$ cat config.mk
export PLATFORM = sky130hd
export DESIGN_NAME = config_chain_loader
export DESIGN_NICKNAME = d
export VERILOG_FILES = /design/src/rtl/config_chain_loader.sv
export SDC_FILE = /design/constraint.sdc
export NUM_CORES = 1
export LEC_CHECK = 0
export ABC_CLOCK_PERIOD_IN_PS = 2100
export CAP_MARGIN = 30
export CORE_MARGIN = 10
export CORE_UTILIZATION = 45
export CTS_BUF_LIST = sky130_fd_sc_hd__clkbuf_4
export CTS_CLUSTER_DIAMETER = 120
export DETAILED_ROUTE_END_ITERATION = 10
export PLACE_DENSITY_LB_ADDON = 0.08
export SYNTH_ARGS = -nofsm -noshare
export SYNTH_HDL_FRONTEND = slang
export SYNTH_SLANG_ARGS = --single-unit
export TNS_END_PERCENT = 100
$ cat constraint.sdc
create_clock -name config_clock -period 2.1 [get_ports config_clock]
set_clock_uncertainty 0.2 [all_clocks]
set_input_delay 0.21 -clock config_clock [delete_from_list [all_inputs] [get_ports config_clock]]
set_output_delay 0.21 -clock config_clock [all_outputs]
set_load 0.005 [all_outputs]
$ cat src/rtl/config_chain_loader.sv
// Master end of a tile configuration shift chain: serialises handshaked bitstream
// words LSB-first into the chain and gathers the bits leaving its last stage.
module config_chain_loader #(
  parameter int WORD_WIDTH   = 8,
  parameter int CHAIN_LENGTH = 36,
  parameter int COUNT_WIDTH  = 6
) (
  input  logic                  config_clock,
  input  logic                  config_nreset,
  input  logic                  start,
  input  logic                  abort,
  input  logic [WORD_WIDTH-1:0] word_data,
  input  logic                  word_valid,
  output logic                  word_ready,
  output logic                  chain_data,
  output logic                  chain_enable,
  input  logic                  chain_return,
  output logic [WORD_WIDTH-1:0] rb_data,
  output logic                  rb_valid,
  output logic                  busy,
  output logic                  done
);

  localparam int IDX_W = (WORD_WIDTH > 1) ? $clog2(WORD_WIDTH) : 1;
  localparam logic [IDX_W-1:0]       LAST_IDX   = IDX_W'(WORD_WIDTH - 1);
  localparam logic [COUNT_WIDTH-1:0] FULL_COUNT = COUNT_WIDTH'(CHAIN_LENGTH);

  typedef enum logic [1:0] {IDLE, WAIT_WORD, SHIFT, DONE} state_t;

  state_t                  state, state_d;
  logic [COUNT_WIDTH-1:0]  remaining, remaining_d;
  logic [IDX_W-1:0]        bit_idx, bit_idx_d;
  logic [WORD_WIDTH-1:0]   shreg, shreg_d, shifted;
  logic [WORD_WIDTH-1:0]   rb_acc, rb_acc_d, rb_acc_ins;
  logic                    word_ready_d, chain_data_d, chain_enable_d;
  logic [WORD_WIDTH-1:0]   rb_data_d;
  logic                    rb_valid_d, busy_d, done_d;

  always_comb begin
    state_d        = state;
    remaining_d    = remaining;
    bit_idx_d      = bit_idx;
    shreg_d        = shreg;
    rb_acc_d       = rb_acc;
    word_ready_d   = 1'b0;
    chain_data_d   = 1'b0;
    chain_enable_d = 1'b0;
    rb_data_d      = rb_data;
    rb_valid_d     = 1'b0;
    done_d         = 1'b0;
    shifted        = shreg >> 1;
    rb_acc_ins     = rb_acc;
    rb_acc_ins[bit_idx] = chain_return;

    if (abort) begin
      state_d = IDLE;
    end else begin
      case (state)
        IDLE: begin
          if (start) begin
            state_d      = WAIT_WORD;
            remaining_d  = FULL_COUNT;
            word_ready_d = 1'b1;
          end
        end
        WAIT_WORD: begin
          if (word_valid && word_ready) begin
            state_d        = SHIFT;
            shreg_d        = word_data;
            bit_idx_d      = '0;
            rb_acc_d       = '0;
            chain_data_d   = word_data[0];
            chain_enable_d = 1'b1;
          end else begin
            word_ready_d = 1'b1;
          end
        end
        SHIFT: begin
          // Every SHIFT edge is a chain capture edge: the outgoing bit is the chain's last stage.
          remaining_d = remaining - COUNT_WIDTH'(1);
          rb_acc_d    = rb_acc_ins;
          if (bit_idx == LAST_IDX || remaining == COUNT_WIDTH'(1)) begin
            rb_data_d  = rb_acc_ins;
            rb_valid_d = 1'b1;
            if (remaining == COUNT_WIDTH'(1)) begin
              state_d = DONE;
              done_d  = 1'b1;
            end else begin
              state_d      = WAIT_WORD;
              word_ready_d = 1'b1;
            end
          end else begin
            bit_idx_d      = bit_idx + IDX_W'(1);
            shreg_d        = shifted;
            chain_data_d   = shifted[0];
            chain_enable_d = 1'b1;
          end
        end
        DONE: begin
          state_d = IDLE;
        end
        default: begin
          state_d = IDLE;
        end
      endcase
    end
    busy_d = (state_d != IDLE);
  end

  always_ff @(posedge config_clock or negedge config_nreset) begin
    if (!config_nreset) begin
      state        <= IDLE;
      remaining    <= '0;
      bit_idx      <= '0;
      word_ready   <= 1'b0;
      chain_data   <= 1'b0;
      chain_enable <= 1'b0;
      rb_data      <= '0;
      rb_valid     <= 1'b0;
      busy         <= 1'b0;
      done         <= 1'b0;
    end else begin
      state        <= state_d;
      remaining    <= remaining_d;
      bit_idx      <= bit_idx_d;
      word_ready   <= word_ready_d;
      chain_data   <= chain_data_d;
      chain_enable <= chain_enable_d;
      rb_data      <= rb_data_d;
      rb_valid     <= rb_valid_d;
      busy         <= busy_d;
      done         <= done_d;
    end
  end

  // Datapath registers are always overwritten before use, so they carry no reset.
  always_ff @(posedge config_clock) begin
    shreg  <= shreg_d;
    rb_acc <= rb_acc_d;
  end

endmodule

==> results.cfg <==
[logic_synthesis]
yosysUniqueCellTypes = 39
synth_commonest_cells = dfrtp_1, edfxtp_1, mux2_2
yosysMostFrequentCell = dfrtp_1
synth_edf_count = 15
syn_inst = 169
ys_ff_latch = 40
synth-seq-area-share_pct = 53.7
syn_nets = 191
synth_top_family_by_area = simple AND/OR/NAND/NOR gates
async_flop_share_pct = 62.5
synth.avg_cell_area_um2 = 11.9
synthAdderAreaFrac_pct = 5.00
synth_largest_area_cell = dfrtp_1
synth_xor_area_share_pct = 0
synthMuxAreaShare_pct = 13.9
synthFlopType = dfrtp_1
synth_compound_area_share_pct = 8.00
yosys_warnings = 0
yosys.area_share.simple_pct = 16.3
ys_top_cells_by_area = dfrtp_1, edfxtp_1, mux2_2
syn_area_um2 = 2000
synthDominantCellAreaShare_pct = 31.2

[worst_setup_path]
path_buf_inv = 2
required_ns = 2.13
path_cells = inv_1, ha_2, buf_4, nand2b_1, nor2_4, mux2_2
cp-end-kind = flop
startpoint_type = flop
crit_family = flip-flops
path_max_fanout = 8
crit_type = flop to flop
cp_slowest_cell = dfrtp_1
critPathMaxStageDelay_ns = 0.44
crit_arrival_ns = 2.01

[placement]
dp_worst_setup_slack_ns = 0.0548
dpl.cell_count = 256
dp_hpwl_mm = 2.98
gp_congestion = 0.844
port_buffers = 27
dpl-instance-area_um2 = 2420

[drt]
top_layer = met4
post-route-drc-count = 0
avgRoutedWirePerCell_um = 14.9
vias = 1373
first_iter_violations = 68
firstDrtPassIters = 2
met3_length_um = 219
drt-total-wl_mm = 3.96
routed_via_density = 5.18
ant_nets = 0
wl_met1_mm = 1.88
met2_length_mm = 1.82

[grt]
grt_antenna_before_repair = 0
first_global_vias = 1502
grt_overflow = 0
grt_pass1_wl_mm = 7.04
grt_usage_pct = 11.4
grt_max_degree = 26

[timing]
fin_setup_tns_ns = 0
drv_slew = 0
worst_slack_ns = 0.124
timing.final.crit_share_pct = 94.1
hold_viol = 0
worst_pin_slew_ns = 0.334
slew_headroom_pct = 77.6
finalSetupViolations = 0
fmax_mhz = 506
timing.final.crit_period_ns = 1.98
worst_hold_slack_ns = 0.0337

[worst_hold_path]
min_path_type = input pin to asynchronous set/reset pin

[clock_tree]
cts_buffer_depth = 2
insertion_delay_ns = 0.33
clk_pin_slew_ns = 0.11
numCtsBuffers = 5
h-tree-depth = 2
cts_root_buffer = clkbuf_4
tritoncts = done
clock_sinks = 40
cts_hold_buf = 0

[finish]
n_antenna_cell = 0
area_growth_pct = 24.4
fin_nets = 234
final_area_um2 = 2490
seqCellArea_um2 = 1080
drive_gt1_share_pct = 24.9
fin_cells = 265
multiInputGateArea_um2 = 882
n_fill_cell = 377

[run_status]
status = finished clean

[floorplanning]
coreArea_um2 = 4320
die-area_um2 = 7520
io_pins = 28
die_h_um = 86.7
fp.dieW_um = 86.7
initial_core_util_pct = 46.3
num_rows = 24

[pwr]
p_per_area_nw_per_um2 = 1020
combPwrFrac_pct = 40.7
seq_power_share_pct = 44.3
peakVddDrop_uv = 514
p_int_mw = 1.67
p_leak_nw = 1.06
sw_frac_of_total_pct = 34.5
clkPwrFrac_pct = 15.0
switching_power_mw = 0.880

[flow_run]
cap_violations = 0
[routing by layer]
| metal | track usage, % | vias to the layer above |
|---|---|---|
| met4 | 4.42 | 0 |
| met5 | 0 | - |
| met3 | 3.47 | 5 |
| li1 | - | 686 |
| met2 | 17.7 | 25 |
| met1 | 14.5 | 657 |
[state kept, by name, summed over array words and instances, names as in the netlist]
name and count:
chain_data 1, remaining 6, rb_acc 8, state 2
busy 1, rb_data 8, rb_valid 1, chain_enable 1
shreg 7, done 1, bit_idx 3, word_ready 1
[cell families (layout without fill, tap and decap cells)]
logic type               Yosys count  after routing
adder cells (fa/ha/maj)            8              8
multiplexers                      25             25
AND/OR/NAND/NOR                   56             56
buffers and inverters             16             60
flip-flops                        40             40
AO/OA/AOI/OAI                     24             24
[placed cells by master, fill, tap and decap left out, drive strengths merged, types with 2 or more instances in the layout]
| master | instances |
|---|---|
| clkdlybuf4s50 | 27 |
| dfrtp | 25 |
| mux2 | 17 |
| edfxtp | 15 |
| buf | 13 |
| inv | 12 |
| nand2 | 11 |
| mux2i | 8 |
| ha | 8 |
| nand3 | 6 |
| nand2b | 6 |
| o21ai | 6 |
| nor2b | 6 |
| clkbuf | 6 |
| and2 | 6 |
| a21oi | 6 |
| nor3 | 4 |
| nor2 | 4 |
| or2 | 3 |
| or3 | 3 |
| a311oi | 2 |
| a21o | 2 |
| a221oi | 2 |
| nand4 | 2 |
| and3 | 2 |
| a22o | 2 |
[power by group through the flow]
stage	Combinational [mW]	Sequential [mW]	Clock, mW
2_1_floorplan	0.666	1.12	0
3_3_place_gp	1.00	1.13	0
3_5_place_dp	1.04	1.14	0
4_1_cts	1.04	1.13	0.396
5_1_grt	1.18	1.16	0.442
6_report	1.04	1.13	0.382
[final timing paths]
path | startpoint | end | slack (ns) | cells after the start
worst max-delay path | state[0] | rb_data[3] | 0.12 | 6
worst min-delay path | config_nreset | busy | 0.03 | 2
worst max register to register | state[0] | rb_data[3] | 0.12 | 6
worst min register to register | rb_data[7] | rb_data[7] | 0.32 | 1
max in group asynchronous | config_nreset | bit_idx[1] | 1.41 | 2
min in group config_clock | word_data[0] | chain_data | 0.25 | 3
[stage by stage]
| stage | total power [mW] | util [%] |
|---|---|---|
| global placement | 2.14 | 55.9 |
| detailed placement | 2.18 | 55.9 |
| global route | 2.77 | 57.6 |
| floorplan | 1.79 | - |
| CTS | 2.57 | 57.2 |
| finish | 2.55 | 57.6 |
[area by class of cell]
type | count | share of cell area [%]
Clock buffer | 6 | 1.81
Sequential cell | 40 | 43.2
Inverter | 12 | 1.81
Clock inverter | 2 | 0.452
Timing Repair Buffer | 40 | 14.8
Tap cell | 52 | 2.61
Multi-Input combinational cell | 113 | 35.4
[what timing repair did]
| action | 4_1_cts | 5_1_grt |
|---|---|---|
| setup buffers | 0 | 1 |
| setup endpoints to repair | 0 | 19 |
| gates resized for setup | 0 | 4 |
(Power assumes the default switching activity.)
